==> config.mk <==
export PLATFORM = sky130hd
export DESIGN_NAME = date_setter
export DESIGN_NICKNAME = d
export VERILOG_FILES = /design/src/rtl/date_setter.sv
export SDC_FILE = /design/constraint.sdc
export NUM_CORES = 1
export LEC_CHECK = 0
export CAP_MARGIN = 0
export CORE_MARGIN = 2
export CORE_UTILIZATION = 64
export CTS_CLUSTER_SIZE = 28
export DETAILED_ROUTE_END_ITERATION = 7
export DONT_BUFFER_PORTS = 1
export PLACE_DENSITY = 0.8
export SYNTH_ARGS = -nofsm -noshare
export SYNTH_HDL_FRONTEND = slang
export SYNTH_SLANG_ARGS = --single-unit
==> constraint.sdc <==
create_clock -name clk -period 5.1 [get_ports clk]
set_input_delay 1.53 -clock clk [delete_from_list [all_inputs] [get_ports clk]]
set_output_delay 1.53 -clock clk [all_outputs]
set_load 0.01 [all_outputs]
==> src/rtl/date_setter.sv <==
// date_setter: operator date-entry controller for the digital calendar.
// Captures the calendar's current date and lets the operator edit day, month
// and year with inc/dec buttons. Every edited value is clamped to a legal
// calendar date. The controller then commits the date through a single
// registered overwrite strobe.
module date_setter #(
    parameter int YEARRES     = 12,
    parameter int TIMEOUT_CYC = 50_000_000
) (
    input  logic               clk,
    input  logic               rst,
    input  logic [YEARRES+8:0] date_cur,
    input  logic               btn_mode,
    input  logic               btn_inc,
    input  logic               btn_dec,
    input  logic               btn_cancel,
    output logic [YEARRES+8:0] date_in,
    output logic               date_ow,
    output logic [YEARRES+8:0] edit_date,
    output logic               set_active,
    output logic [1:0]         field_sel
);

    localparam int DW    = YEARRES + 9;
    localparam int CNT_W = $clog2(TIMEOUT_CYC + 1);

    localparam logic [CNT_W-1:0] CNT_LAST = CNT_W'(TIMEOUT_CYC - 1);
    localparam logic [CNT_W-1:0] CNT_SAT  = CNT_W'(TIMEOUT_CYC);

    typedef enum logic [2:0] {
        IDLE,
        EDIT_DAY,
        EDIT_MONTH,
        EDIT_YEAR,
        COMMIT
    } state_t;

    state_t state, state_nxt;

    logic [4:0]         day_q,  day_nxt;
    logic [3:0]         mon_q,  mon_nxt;
    logic [YEARRES-1:0] year_q, year_nxt;
    logic [CNT_W-1:0]   tmo_cnt, tmo_nxt;

    logic [DW-1:0] date_in_q;
    logic          date_ow_q;

    logic [4:0]         cur_day;
    logic [3:0]         cur_mon;
    logic [YEARRES-1:0] cur_year;

    logic any_btn;
    logic step_up;
    logic step_dn;
    logic step_any;

    assign cur_day  = date_cur[DW-1 -: 5];
    assign cur_mon  = date_cur[YEARRES +: 4];
    assign cur_year = date_cur[YEARRES-1:0];

    // inc and dec in the same cycle cancel each other out
    assign any_btn  = btn_mode | btn_inc | btn_dec | btn_cancel;
    assign step_up  = btn_inc & ~btn_dec;
    assign step_dn  = btn_dec & ~btn_inc;
    assign step_any = step_up | step_dn;

    // Days in a month; the leap rule (year[1:0]==0) matches the calendar's
    function automatic logic [4:0] month_len(input logic [3:0] m,
                                             input logic [YEARRES-1:0] y);
        case (m)
            4'd4, 4'd6, 4'd9, 4'd11: month_len = 5'd30;
            4'd2:                    month_len = (y[1:0] == 2'd0) ? 5'd29 : 5'd28;
            default:                 month_len = 5'd31;
        endcase
    endfunction

    // Saturate a day to the month length (used after month/year changes)
    function automatic logic [4:0] clamp_day(input logic [4:0] d,
                                             input logic [4:0] len);
        clamp_day = (d > len) ? len : d;
    endfunction

    // Sanitise a captured month: out-of-range values become January
    function automatic logic [3:0] sanitise_mon(input logic [3:0] m);
        sanitise_mon = ((m == 4'd0) || (m > 4'd12)) ? 4'd1 : m;
    endfunction

    // Sanitise a captured day: zero becomes 1; too-large values saturate
    function automatic logic [4:0] sanitise_day(input logic [4:0] d,
                                                input logic [4:0] len);
        if (d == 5'd0)
            sanitise_day = 5'd1;
        else
            sanitise_day = clamp_day(d, len);
    endfunction

    // Day step with wrap: len -> 1 going up, 1 -> len going down
    function automatic logic [4:0] day_step(input logic [4:0] d,
                                            input logic [4:0] len,
                                            input logic       up);
        if (up)
            day_step = (d >= len) ? 5'd1 : d + 5'd1;
        else
            day_step = (d <= 5'd1) ? len : d - 5'd1;
    endfunction

    // Month step with wrap: 12 -> 1 going up, 1 -> 12 going down
    function automatic logic [3:0] mon_step(input logic [3:0] m,
                                            input logic       up);
        if (up)
            mon_step = (m >= 4'd12) ? 4'd1 : m + 4'd1;
        else
            mon_step = (m <= 4'd1) ? 4'd12 : m - 4'd1;
    endfunction

    // Year step: plain modulo-2^YEARRES wrap
    function automatic logic [YEARRES-1:0] year_step(input logic [YEARRES-1:0] y,
                                                     input logic               up);
        year_step = up ? y + YEARRES'(1) : y - YEARRES'(1);
    endfunction

    // Next-state, edit-register and timeout-counter logic
    always_comb begin
        state_nxt = state;
        day_nxt   = day_q;
        mon_nxt   = mon_q;
        year_nxt  = year_q;
        tmo_nxt   = tmo_cnt;

        case (state)
            IDLE: begin
                tmo_nxt = '0;
                if (btn_mode) begin
                    mon_nxt   = sanitise_mon(cur_mon);
                    year_nxt  = cur_year;
                    day_nxt   = sanitise_day(cur_day,
                                             month_len(sanitise_mon(cur_mon), cur_year));
                    state_nxt = EDIT_DAY;
                end else begin
                    // Shadow the calendar so the display shows live time
                    day_nxt  = cur_day;
                    mon_nxt  = cur_mon;
                    year_nxt = cur_year;
                end
            end

            EDIT_DAY, EDIT_MONTH, EDIT_YEAR: begin
                if (any_btn)
                    tmo_nxt = '0;
                else if (tmo_cnt != CNT_SAT)
                    tmo_nxt = tmo_cnt + CNT_W'(1);

                if (btn_cancel) begin
                    state_nxt = IDLE;
                end else if (btn_mode) begin
                    case (state)
                        EDIT_DAY:   state_nxt = EDIT_MONTH;
                        EDIT_MONTH: state_nxt = EDIT_YEAR;
                        default:    state_nxt = COMMIT;
                    endcase
                end else if (step_any) begin
                    case (state)
                        EDIT_DAY: begin
                            day_nxt = day_step(day_q, month_len(mon_q, year_q), step_up);
                        end
                        EDIT_MONTH: begin
                            mon_nxt = mon_step(mon_q, step_up);
                            day_nxt = clamp_day(day_q,
                                                month_len(mon_step(mon_q, step_up), year_q));
                        end
                        default: begin
                            year_nxt = year_step(year_q, step_up);
                            day_nxt  = clamp_day(day_q,
                                                 month_len(mon_q, year_step(year_q, step_up)));
                        end
                    endcase
                end else if (!any_btn && (tmo_cnt >= CNT_LAST)) begin
                    // Idle too long: abandon the edit exactly like a cancel
                    state_nxt = IDLE;
                    tmo_nxt   = '0;
                end
            end

            COMMIT: begin
                tmo_nxt   = '0;
                state_nxt = IDLE;
            end

            default: begin
                tmo_nxt   = '0;
                state_nxt = IDLE;
            end
        endcase
    end

    // State register and timeout counter
    always_ff @(posedge clk) begin
        if (rst) begin
            state   <= IDLE;
            tmo_cnt <= '0;
        end else begin
            state   <= state_nxt;
            tmo_cnt <= tmo_nxt;
        end
    end

    // Working copy of the date being edited
    always_ff @(posedge clk) begin
        if (rst) begin
            day_q  <= 5'd1;
            mon_q  <= 4'd1;
            year_q <= '0;
        end else begin
            day_q  <= day_nxt;
            mon_q  <= mon_nxt;
            year_q <= year_nxt;
        end
    end

    // Commit: date_in and the overwrite strobe load on the same edge
    // Both come straight from flops because the calendar treats date_ow as an async set
    always_ff @(posedge clk) begin
        if (rst) begin
            date_in_q <= {5'd1, 4'd1, {YEARRES{1'b0}}};
            date_ow_q <= 1'b0;
        end else begin
            date_ow_q <= (state == COMMIT);
            if (state == COMMIT)
                date_in_q <= {day_q, mon_q, year_q};
        end
    end

    // Status outputs decoded from the state register
    always_comb begin
        set_active = 1'b0;
        field_sel  = 2'd0;
        case (state)
            EDIT_DAY: begin
                set_active = 1'b1;
                field_sel  = 2'd1;
            end
            EDIT_MONTH: begin
                set_active = 1'b1;
                field_sel  = 2'd2;
            end
            EDIT_YEAR: begin
                set_active = 1'b1;
                field_sel  = 2'd3;
            end
            default: begin
                set_active = 1'b0;
                field_sel  = 2'd0;
            end
        endcase
    end

    assign edit_date = {day_q, mon_q, year_q};
    assign date_in   = date_in_q;
    assign date_ow   = date_ow_q;

endmodule
# == Yosys cells after proc, flatten, opt, wreduce, memory -nomap -nowiden ==
# Cells that the tools add are included.
# totals
register_bits,72
out_inout_bits,46
# classes
addsub,7
n_lt_le_gt_ge,9
n_eq_ne,30
n_mux,69
bitwise_logic,9
n_reduce_logical,20
# ops
operator,n
two-way mux 26 bit,6
two-way mux 5 bit,28
two-way mux 12 bit,5
two-way mux 4 bit,10
"adder 26 x 1 -> 26 bit, second input constant",1
"greater-or-equal comparator 26 bit, second input constant",1
"inequality test 26 bit, second input constant",1
"equality test 4 x 3 -> 1 bit, second input constant",6
"equality test 4 bit, second input constant",6
one-hot mux 12 bit (2 select lines),1
one-hot mux 5 bit (2 select lines),2
one-hot mux 2 bit (2 select lines),4
greater-than comparator 5 bit,3
two-way mux 3 bit,5
"adder 12 x 1 -> 12 bit, second input constant",1
"equality test 4 x 2 -> 1 bit, second input constant",3
one-hot mux 3 bit (2 select lines),2
OR reduction 4 bit,3
"subtractor 12 x 1 -> 12 bit, second input constant",1
AND reduction 5 bit,2
"inequality test 2 bit, second input constant",4
"inequality test 4 x 1 -> 1 bit, second input constant",2
one-hot mux 4 bit (2 select lines),1
"equality test 3 x 2 -> 1 bit, second input constant",2
31 further kinds,44

# == Logic depth before layout (Yosys ltp) ==
# Gate-level depths: netlist (run 1).
# depth
word_depth,23
depth_mapped,16
ltp_nobuf,14

# == Worst setup path before layout (run 1) ==
# Ideal clock, no wire load.
# synth_path
kind,input to register
start,in btn_dec
end,reg day_q[0]
setup_time_ps,122
arrival_time_ps,4219
required_time_ps,4978
slack_ps,759
stages,16
path_cell_list,inv_1 ha_1 clkbuf_1 inv_2 ha_1 ha_1 nor2_1 nor2_1 ha_1 nand2_1 o21ai_0 a211oi_1 o21a_1 clkbuf_1 nor2_1 o32a_1
# synth_via
elab_chain_cells,22
word_cells_on_any_way,45
classes_between,order compare: 2; eq/ne: 8; mux: 28; bitwise: 4; reduce/logical: 3
# synth_lines
element,line,source
"start, declared",15,"input logic btn_dec,"
NOT 1 bit,63,assign step_up = btn_inc & ~btn_dec;
AND 1 bit,63,
two-way mux 4 bit,110,if (up)
two-way mux 4 bit,162,case (state)
two-way mux 4 bit,161,end else if (step_any) begin
two-way mux 4 bit,155,end else if (btn_mode) begin
two-way mux 4 bit,153,if (btn_cancel) begin
two-way mux 4 bit,130,case (state)
[... 6 more ...],--,
two-way mux 5 bit,153,
two-way mux 5 bit,130,
two-way mux 5 bit,80,clamp_day = (d > len) ? len : d;
one-hot mux 5 bit (2 select lines),162,
two-way mux 5 bit,161,
two-way mux 5 bit,155,
two-way mux 5 bit,153,
one-hot mux 5 bit (2 select lines),130,
"end signal, assigned",214,day_q <= day_nxt;
"end, declared",40,"logic [4:0] day_q, day_nxt;"
# Parallel ways exist; a longest one is shown, timed or not. The select of a mux whose other input is x is not followed.
# A chain may end at the register's enable or synchronous reset.

# == Worst setup path in the final report (run 1) ==
# layout_path
start,in btn_dec
end,reg day_q[1]
# Same word-level chain as after synthesis.

==> results of run 1 <==
-- registers in the layout, summed over array words and instances (netlist names) --
name     flops
date_in     21
date_ow      1
day_q        5
mon_q        4
state        3
tmo_cnt     26
year_q      12
-- worst min path at each step --
stage | slack (ns) | start | cells past startpoint | to
floorplan | 0.48 | tmo_cnt[23]$_SDFF_PP0_ | 2 | tmo_cnt[23]$_SDFF_PP0_
global placement | 0.49 | date_in[19]$_SDFFE_PP0P_ | 2 | date_in[19]$_SDFFE_PP0P_
detailed placement | 0.49 | date_in[1]$_SDFFE_PP0P_ | 2 | date_in[1]$_SDFFE_PP0P_
CTS | 0.50 | date_in[1]$_SDFFE_PP0P_ | 2 | date_in[1]$_SDFFE_PP0P_
global route | 0.52 | date_in[8]$_SDFFE_PP0P_ | 2 | date_in[8]$_SDFFE_PP0P_
finish | 0.50 | date_in[19]$_SDFFE_PP0P_ | 2 | date_in[19]$_SDFFE_PP0P_
-- per-stage QoR --
stage	hold WS, ns	instance area [um2]	instances	setup WS [ns]	power, mW
2_1_floorplan	0.480	4450	574	0.759	0.927
3_3_place_gp	0.485	4440	627	0.832	0.982
3_5_place_dp	0.489	4440	627	0.636	0.994
4_1_cts	0.500	4650	643	1.01	1.48
5_1_grt	0.516	4650	643	0.684	1.56
6_report	0.497	4650	643	0.947	1.48
-- kinds of logic after synthesis --
| kind of cell | count (synthesis) |
|---|---|
| xor gates and xnor gates | 40 |
| buffers and inverters | 49 |
| muxes | 4 |
| AOI/OAI and AO/OA | 133 |
| and+or+nand+nor | 247 |
| adders and majority gates | 29 |
| DFF | 72 |
-- layer usage --
metal | vias to the layer above | share of wire | GRT usage
met5 | - | 0 | 0
met4 | 0 | 0.021 | 0.112
met3 | 21 | 0.074 | 0.0720
met2 | 149 | 0.47 | 0.457
met1 | 1906 | 0.43 | 0.363
li1 | 1982 | - | -
-- worst max-delay path, delay by kind of cell --
family / cells / cell delay [ns]
compound gates: 8 / 1.95
fa+ha+maj: 2 / 0.47
buf+inv: 2 / 0.30
simple gates: 2 / 0.14
-- synth_stat cells, types with 6 or more instances --
library cell  count
nand2_1          82
nor2_1           82
dfxtp_1          72
a21oi_1          45
ha_1             28
xnor2_1          25
clkbuf_1         23
nand3_1          18
inv_1            17
xor2_1           14
o21ai_0          12
nor3_1           11
a311oi_1         10
nand2b_1          9
a211oi_1          8
nor2b_1           7
a21o_1            6
o21ai_1           6
-- area by class of cell --
| type | count | share of cell area |
|---|---|---|
| clock buffer | 10 | 0.0275 |
| clock inverter | 6 | 0.0180 |
| inverter | 20 | 0.0162 |
| multi-input combinational | 453 | 0.603 |
| sequential | 72 | 0.310 |
| tap | 80 | 0.0215 |
| timing repair buffer | 2 | 0.00323 |
-- power by group through the flow --
| stage | Clock [mW] | Sequential (mW) | Combinational [mW] |
|---|---|---|---|
| after floorplan | 0 | 0.637 | 0.290 |
| after global placement | 0 | 0.664 | 0.318 |
| after detailed placement | 0 | 0.665 | 0.329 |
| after CTS | 0.499 | 0.652 | 0.332 |
| after global routing | 0.526 | 0.658 | 0.375 |
| final | 0.493 | 0.652 | 0.338 |
==> flow_metrics.py, run 1 <==
metrics = {
    "clock_network": {
        "cts_setup_buffers": 0,
        "cts_hold_buf": 0,
        "path_clk_slew_ns": 0.08,
        "cts-root-buf": "clkbuf_8",
        "cts_tree": "built",
        "cts_resized": 0,
        "clock_latency_ns": 0.35,
        "clock_sinks": 72,
        "htree_levels": 3,
        "max-clock-path-buffers": 2,
        "cts_buffers": 9,
    },
    "final_layout": {
        "seq_area_um2": 1440,
        "nets": 614,
        "fin_util": 0.688,
        "multi_input_area_um2": 2810,
        "area_growth_pct": 4.38,
        "final_cell_mix": "82 x nor2_1, 82 x nand2_1, 72 x dfxtp_1, 45 x a21oi_1, 28 x ha_1",
        "fillers": 557,
        "num_antenna_cells": 0,
        "layout-drive-gt1-share": 0.0551,
    },
    "timing": {
        "tightestPinTransition_ns": 0.865,
        "finalHoldViolations": 0,
        "maxSlewHeadroom": 0.419,
        "period_minus_slack_ns": 4.15,
        "setup_tns_ns": 0,
        "slew_violations": 0,
        "finalCritPeriodShare": 0.814,
        "fmax_mhz": 241,
        "setup_viol": 0,
        "fin_skew_ns": 0.00773,
        "rsz0062_at_grt": "no",
    },
    "logic_synthesis": {
        "yosys.area_share.simple": 0.258,
        "yosys_most_used_dff": "dfxtp_1",
        "synthMuxAreaShare": 0.00927,
        "async_flop_share": 0,
        "synth_largest_area_cell": "dfxtp_1",
        "synth_adder_area_share": 0.0832,
        "synth_seq_cells": 72,
        "synth_top_area_frac": 0.324,
        "ys_seq_area_frac": 0.324,
        "synth-xor-area-share": 0.0804,
        "syn_inst": 574,
        "synth_area_per_cell_um2": 7.76,
        "synthesis.nets": 630,
        "synthTopCellsByArea": "dfxtp_1 32%, ha_1 7.9%, nand2_1 6.9%, nor2_1 6.9%, a21oi_1 5.1%",
        "synth_top_family_by_area": "simple AND/OR/NAND/NOR gates",
        "synth_edf_count": 0,
        "syn-cell-area_um2": 4450,
        "yosysWarningCount": 0,
        "synth.distinct_cells": 64,
        "synth_compound_area_frac": 0.199,
    },
    "route": {
        "firstDrtPassIters": 5,
        "wl_per_cell_um": 16.9,
        "drt-total-wl_mm": 10.9,
        "ant_nets": 0,
        "drt_iter0_markers": 241,
        "drc": 0,
        "viasPerCell": 6.31,
        "route.vias.total": 4058,
    },
    "place": {
        "port_buffers": 0,
        "routabilityCongestion": 0.943,
        "dp_hpwl_mm": 7.72,
    },
    "critical_path": {
        "crit_fanout": 17,
        "path_class": "input pin to register",
        "crit_required_ns": 5.36,
        "r2r_cells": 14,
        "reg2reg_to": "day_q[1]$_SDFFE_PP0P_",
        "r2r_start": "mon_q[1]$_SDFFE_PP0P_",
        "cp-end-kind": "register",
        "cp-start-kind": "input pin",
        "critPathLaunch": "btn_dec",
        "ff2ff_setup_slack_ns": 1.42,
        "critical_path.endpoint": "day_q[1]$_SDFFE_PP0P_",
        "slowest_delay_ns": 0.57,
        "slowest_stage": "o31ai_1",
        "cp.arrival_ns": 4.41,
        "crit_chain": "inv_1 > ha_1 > inv_2 > nor2_1 > o31ai_1 > a21oi_1 > o22a_1 > ha_1 > nand2_1 > o21ai_0 > a21oi_1 > o21a_1 > o21ai_0 > o32ai_1",
    },
    "hold_path": {
        "min_path_type": "register to register",
    },
    "pwr": {
        "swShare": 0.318,
        "comb_power_share": 0.228,
        "clkPwrFrac": 0.332,
        "pwr-share-seq": 0.440,
        "cellLeakagePower_nw": 1.69,
        "power_density_nw_per_um2": 319,
        "p_int_mw": 1.01,
        "p_switching_mw": 0.472,
        "ir_worst_vdd_mv": 0.228,
    },
    "job": {
        "drv_cap": 0,
    },
    "status": {
        "status": "finished, final reports clean",
    },
    "global_routing": {
        "antenna_found_initial": 0,
        "grt_pass1_wl_mm": 17.1,
        "grt_max_degree": 51,
        "overflow": 0,
        "grtUsageTotal": 0.284,
        "grt_pass1_vias": 3664,
    },
    "floorplanning": {
        "dieArea_um2": 7640,
        "initial_core_util": 0.659,
        "rows": 30,
        "fp.dieH_um": 87.4,
        "ios": 73,
        "core-area_um2": 6760,
        "die_w_um": 87.4,
    },
}
Power figures use the tool's default switching activity.
==> inputs of run 2 (changes only) <==
- ABC_AREA: not set -> 1
- CORE_UTILIZATION: 64 -> 58
- PLACE_DENSITY: 0.8 -> 0.76
- clock period: 5.1 -> 3.8 ns (I/O delays scaled with it)
==> flow_metrics.py, run 2 <==
metrics = {
    "status": {
        "status": "finished, final reports clean",
    },
    "clock_network": {
        "cts_buffers": 9,
        "cts_setup_buffers": 0,
        "htree_levels": 3,
        "cts_hold_buf": 0,
        "cts_tree": "built",
        "cts_resized": 0,
        "path_clk_slew_ns": 0.08,
        "clock_latency_ns": 0.36,
        "clock_sinks": 72,
        "cts-root-buf": "clkbuf_8",
        "max-clock-path-buffers": 2,
    },
    "timing": {
        "setup_tns_ns": 0,
        "tightestPinTransition_ns": 0.742,
        "setup_viol": 0,
        "period_minus_slack_ns": 3.05,
        "fin_skew_ns": 0.0159,
        "finalCritPeriodShare": 0.802,
        "slew_violations": 0,
        "maxSlewHeadroom": 0.505,
        "rsz0062_at_grt": "no",
        "fmax_mhz": 328,
        "finalHoldViolations": 0,
    },
    "floorplanning": {
        "die_w_um": 94.0,
        "rows": 32,
        "core-area_um2": 7810,
        "fp.dieH_um": 94.0,
        "dieArea_um2": 8840,
        "ios": 73,
        "initial_core_util": 0.602,
    },
    "logic_synthesis": {
        "synth_top_area_frac": 0.307,
        "synth.most_common_cell": "nand2_1",
        "synth_seq_cells": 72,
        "async_flop_share": 0,
        "yosys-top-cells-count": "150 x nand2_1, 104 x nor2_1, 85 x inv_1",
        "synth.distinct_cells": 41,
        "synth_edf_count": 0,
        "syn_inst": 711,
        "yosysWarningCount": 0,
        "synth_largest_area_cell": "dfxtp_1",
        "syn-cell-area_um2": 4700,
        "synthTopCellsByArea": "dfxtp_1 31%, nand2_1 12%, nor2_1 8.3%, ha_1 7.5%, inv_1 6.8%",
        "synth_area_per_cell_um2": 6.61,
        "yosys_most_used_dff": "dfxtp_1",
        "ys_seq_area_frac": 0.307,
        "synthesis.nets": 767,
    },
    "final_layout": {
        "final_cell_mix": "150 x nand2_1, 104 x nor2_1, 85 x inv_1, 72 x dfxtp_1",
        "area_growth_pct": 6.71,
        "nets": 764,
        "regMostFlops": "tmo_cnt",
        "fillers": 714,
        "final_common_cell": "nand2_1",
        "num_antenna_cells": 0,
        "fin_area_um2": 5020,
        "layout-drive-gt1-share": 0.0687,
        "largest_reg_flops": 26,
    },
    "place": {
        "placed_area_um2": 4770,
        "dp_hpwl_mm": 8.64,
        "port_buffers": 0,
        "routabilityCongestion": 0.899,
    },
    "critical_path": {
        "crit_required_ns": 4.09,
        "cp-start-kind": "input pin",
        "cp_top_family": "simple AND/OR/NAND/NOR gates",
        "crit_buf_inv": 3,
        "path_class": "input pin to register",
        "slowest_stage": "inv_1",
        "crit_fanout": 12,
        "cp.arrival_ns": 3.33,
        "cp-end-kind": "register",
        "crit_chain": "inv_1 > ha_1 > inv_1 > nor2_1 > nand2_1 > nand3_1 > nor2_1 > nand3_1 > and3_1 > ha_1 > nand2_1 > o211ai_1 > nand2_1 > nand3_1 > inv_2 > o21ai_0 > a21oi_1",
        "slowest_delay_ns": 0.29,
    },
    "route": {
        "firstDrtPassIters": 5,
        "route.vias.total": 4550,
        "wl_per_cell_um": 14.2,
        "viasPerCell": 5.58,
        "drc": 0,
        "drt-total-wl_mm": 11.6,
        "ant_nets": 0,
        "drt_iter0_markers": 228,
    },
    "global_routing": {
        "grt_pass1_wl_mm": 19.0,
        "overflow": 0,
        "grtUsageTotal": 0.269,
        "antenna_found_initial": 0,
        "grt_pass1_vias": 4218,
        "grt_max_degree": 40,
    },
    "pwr": {
        "power_density_nw_per_um2": 469,
        "clkPwrFrac": 0.316,
        "ir_worst_vdd_mv": 0.263,
        "p_int_mw": 1.49,
        "p_switching_mw": 0.863,
        "cellLeakagePower_nw": 2.24,
        "swShare": 0.366,
        "pwr-share-seq": 0.390,
        "comb_power_share": 0.294,
    },
    "hold_path": {
        "min_path_type": "register to register",
    },
    "job": {
        "drv_cap": 0,
    },
}
## run 2: layout make-up
cell class | instances | area, um2 | area share
timing repair buffer | 6 | 45.0 | 0.00898
sequential | 72 | 1440 | 0.287
inverter | 89 | 334 | 0.0666
multi-input combinational | 530 | 2820 | 0.563
clock inverter | 7 | 120 | 0.0239
tap | 102 | 128 | 0.0254
clock buffer | 9 | 124 | 0.0247
## run 2: worst paths after layout
kind	start	end	slack, ns	cells past startpoint
setup / recovery	btn_dec	day_q[3]$_SDFFE_PP0P_	0.75	17
hold / removal	tmo_cnt[25]$_SDFF_PP0_	tmo_cnt[25]$_SDFF_PP0_	0.49	2
setup reg to reg	mon_q[0]$_SDFFE_PP1P_	day_q[3]$_SDFFE_PP0P_	0.78	18
hold reg to reg	tmo_cnt[25]$_SDFF_PP0_	tmo_cnt[25]$_SDFF_PP0_	0.49	2
## run 2: cell families after synthesis
| group | Yosys count | share of synthesized area |
|---|---|---|
| compound gates | 127 | 0.145 |
| flops | 72 | 0.307 |
| xor+xnor | 21 | 0.0391 |
| fa+ha+maj | 29 | 0.0788 |
| mux | 1 | 0.00213 |
| buf+inv | 109 | 0.0926 |
| simple gates | 352 | 0.335 |
## run 2: layer usage
layer	wire length, um	global-route usage
met5	0	0
met4	299	0.107
met3	1040	0.0770
met2	5380	0.454
met1	4870	0.322
## run 2: through the flow
| step | util | hold WS [ns] | instances | power, mW | setup slack, ns |
|---|---|---|---|---|---|
| floorplan | - | 0.452 | 711 | 1.45 | 0.472 |
| global placement | 0.611 | 0.465 | 799 | 1.59 | 0.482 |
| detailed placement | 0.611 | 0.478 | 799 | 1.61 | 0.405 |
| CTS | 0.642 | 0.489 | 815 | 2.35 | 0.764 |
| global route | 0.642 | 0.533 | 815 | 2.51 | 0.397 |
| finish | 0.642 | 0.490 | 815 | 2.35 | 0.752 |
## run 2: worst register-to-register path, stage by stage, from the launching register on
cell and delay [ns]:
dfxtp_1 0.54, inv_1 0.19, ha_1 0.27, or2_2 0.31, nand2_1 0.08, nand2_1 0.06, nand2_1 0.07, nand2_1 0.09
nor2_1 0.14, nand3_1 0.10, and3_1 0.16, ha_1 0.26, nand2_1 0.07, o211ai_1 0.07, nand2_1 0.07, nand3_1 0.12
inv_2 0.14, o21ai_0 0.09, a21oi_1 0.13
## run 2: power groups by stage
stage | registers [mW] | clock network [mW] | logic [mW]
after floorplan | 0.892 | 0 | 0.560
after global routing | 0.930 | 0.779 | 0.801
after detailed placement | 0.935 | 0 | 0.676
final | 0.919 | 0.745 | 0.691
after CTS | 0.917 | 0.751 | 0.683
after global placement | 0.932 | 0 | 0.658
==> inputs of run 3 (changes only) <==
- clock period: 3.8 -> 2.6 ns (I/O delays scaled with it)
==> flow_metrics.py, run 3 (synthesis results as in run 2) <==
metrics = {
    "status": {
        "status": "finished, final reports clean",
    },
    "clock_network": {
        "cts-root-buf": "clkbuf_8",
        "clock_sinks": 72,
        "cts_buffers": 9,
        "max-clock-path-buffers": 2,
        "clock_latency_ns": 0.36,
        "htree_levels": 3,
        "cts_tree": "built",
        "path_clk_slew_ns": 0.08,
        "cts_hold_buf": 0,
    },
    "critical_path": {
        "slowest_stage": "dfxtp_4",
        "cp.arrival_ns": 2.81,
        "crit_chain": "inv_4 > ha_4 > or2_4 > nand2_4 > nand2_2 > nand2_2 > nand2_4 > nor2_4 > nand3_2 > and3_4 > ha_4 > nor2_4 > o211ai_1 > nand2_1 > nand3_2 > inv_4 > buf_6 > nor2_1 > nor2_1",
        "crit_fanout": 7,
        "ff2ff_setup_slack_ns": 0.09,
        "cp-end-kind": "register",
        "path_class": "register to register",
        "cp_top_family": "simple AND/OR/NAND/NOR gates",
        "crit_required_ns": 2.90,
        "cp-start-kind": "register",
        "crit_buf_inv": 3,
        "slowest_delay_ns": 0.39,
    },
    "floorplanning": {
        "rows": 32,
        "fp.dieH_um": 94.0,
        "dieArea_um2": 8840,
        "core-area_um2": 7810,
        "initial_core_util": 0.602,
        "die_w_um": 94.0,
        "ios": 73,
    },
    "final_layout": {
        "layout-drive-gt1-share": 0.153,
        "num_antenna_cells": 0,
        "regMostFlops": "tmo_cnt",
        "final_cell_mix": "142 x nand2_1, 101 x nor2_1, 78 x inv_1, 69 x dfxtp_1, 49 x a21oi_1",
        "final_common_cell": "nand2_1",
        "nets": 788,
        "largest_reg_flops": 26,
        "fin_cells": 839,
        "fin_util": 0.694,
        "area_growth_pct": 15.3,
    },
    "timing": {
        "maxSlewHeadroom": 0.541,
        "fin_skew_ns": 0.0115,
        "tightestPinTransition_ns": 0.687,
        "fmax_mhz": 398,
        "finalHoldViolations": 0,
        "period_minus_slack_ns": 2.51,
        "setup_viol": 0,
        "finalCritPeriodShare": 0.966,
        "setup_ws_ns": 0.0891,
        "slew_violations": 0,
    },
    "place": {
        "pre_cts_ws_ns": -0.238,
        "dp_hpwl_mm": 8.96,
        "routabilityCongestion": 0.923,
        "dp_cells": 820,
        "port_buffers": 0,
    },
    "route": {
        "drt_iter0_markers": 241,
        "viasPerCell": 5.56,
        "drt-total-wl_mm": 12.3,
        "ant_nets": 0,
        "firstDrtPassIters": 5,
        "drc": 0,
        "route.vias.total": 4662,
        "wl_per_cell_um": 14.6,
    },
    "global_routing": {
        "grt_pass1_vias": 4260,
        "grt_max_degree": 39,
        "grtUsageTotal": 0.273,
        "grt_pass1_wl_mm": 19.1,
        "overflow": 0,
        "antenna_found_initial": 0,
    },
    "hold_path": {
        "min_path_type": "input pin to register",
    },
    "pwr": {
        "power_density_nw_per_um2": 673,
        "ir_worst_vdd_mv": 0.274,
        "cellLeakagePower_nw": 2.37,
    },
    "job": {
        "drv_cap": 0,
    },
}
==> run 3: changes by cell type in the layout (fill, tap and decap cells not counted), moves of 5 or more <==
cell / delta
o21ai_0: -5
ha_1: -8
inv_1: -7
buf_4: +22
nand2_2: +6
nand3_1: -5
ha_4: +6
nand2_1: -8
==> run 3: stage by stage <==
stage                     cell area [um2]  setup TNS (ns)  hold WS [ns]  total power, mW
after global placement               5020          -0.371         0.464             2.44
final                                5420               0         0.479             3.64
after CTS                            5260               0         0.475             3.50
after detailed placement             5020           -1.01         0.480             2.49
after global routing                 5420          -0.128         0.474             3.85
after floorplan                      4810          -0.324         0.452             2.17
==> run 3: per-layer routing <==
layer	part of all wire	vias to the layer above	global-route usage	wire, um
li1	-	2374	-	-
met1	0.42	2107	0.308	5120
met2	0.49	152	0.496	6050
met3	0.060	29	0.0498	736
met4	0.029	0	0.122	350
met5	0	-	0	0
==> run 3: timing repair <==
item	4_1_cts	5_1_grt
pin swaps	1	8
setup endpoints to repair	5	5
setup buffers	0	3
cloned	0	0
gates resized for setup	7	39
==> run 3: final timing paths <==
path,startpoint,to,cells past startpoint
worst max register to register,mon_q[0]$_SDFFE_PP1P_,day_q[2]$_SDFFE_PP0P_,19
worst max-delay path,mon_q[0]$_SDFFE_PP1P_,day_q[2]$_SDFFE_PP0P_,19
worst min register to register,tmo_cnt[25]$_SDFF_PP0_,tmo_cnt[25]$_SDFF_PP0_,2
worst min-delay path,rst,year_q[7]$_SDFFE_PP0P_,1
==> run 3: layout make-up <==
| class | count | area, um2 |
|---|---|---|
| repair buffers | 30 | 233 |
| well taps | 102 | 128 |
| flip-flops and latches | 72 | 1450 |
| multi-input cells | 530 | 3030 |
| inverters | 89 | 357 |
| clock inverters | 5 | 80.1 |
| clock buffers | 11 | 141 |
| fillers | 663 | 2390 |
==> run 3: where the power goes <==
group / total, mW / internal, mW / switching (mW)
registers: 1.32 / 1.18 / 0.147
clock network: 1.00 / 0.565 / 0.439
logic: 1.32 / 0.532 / 0.785
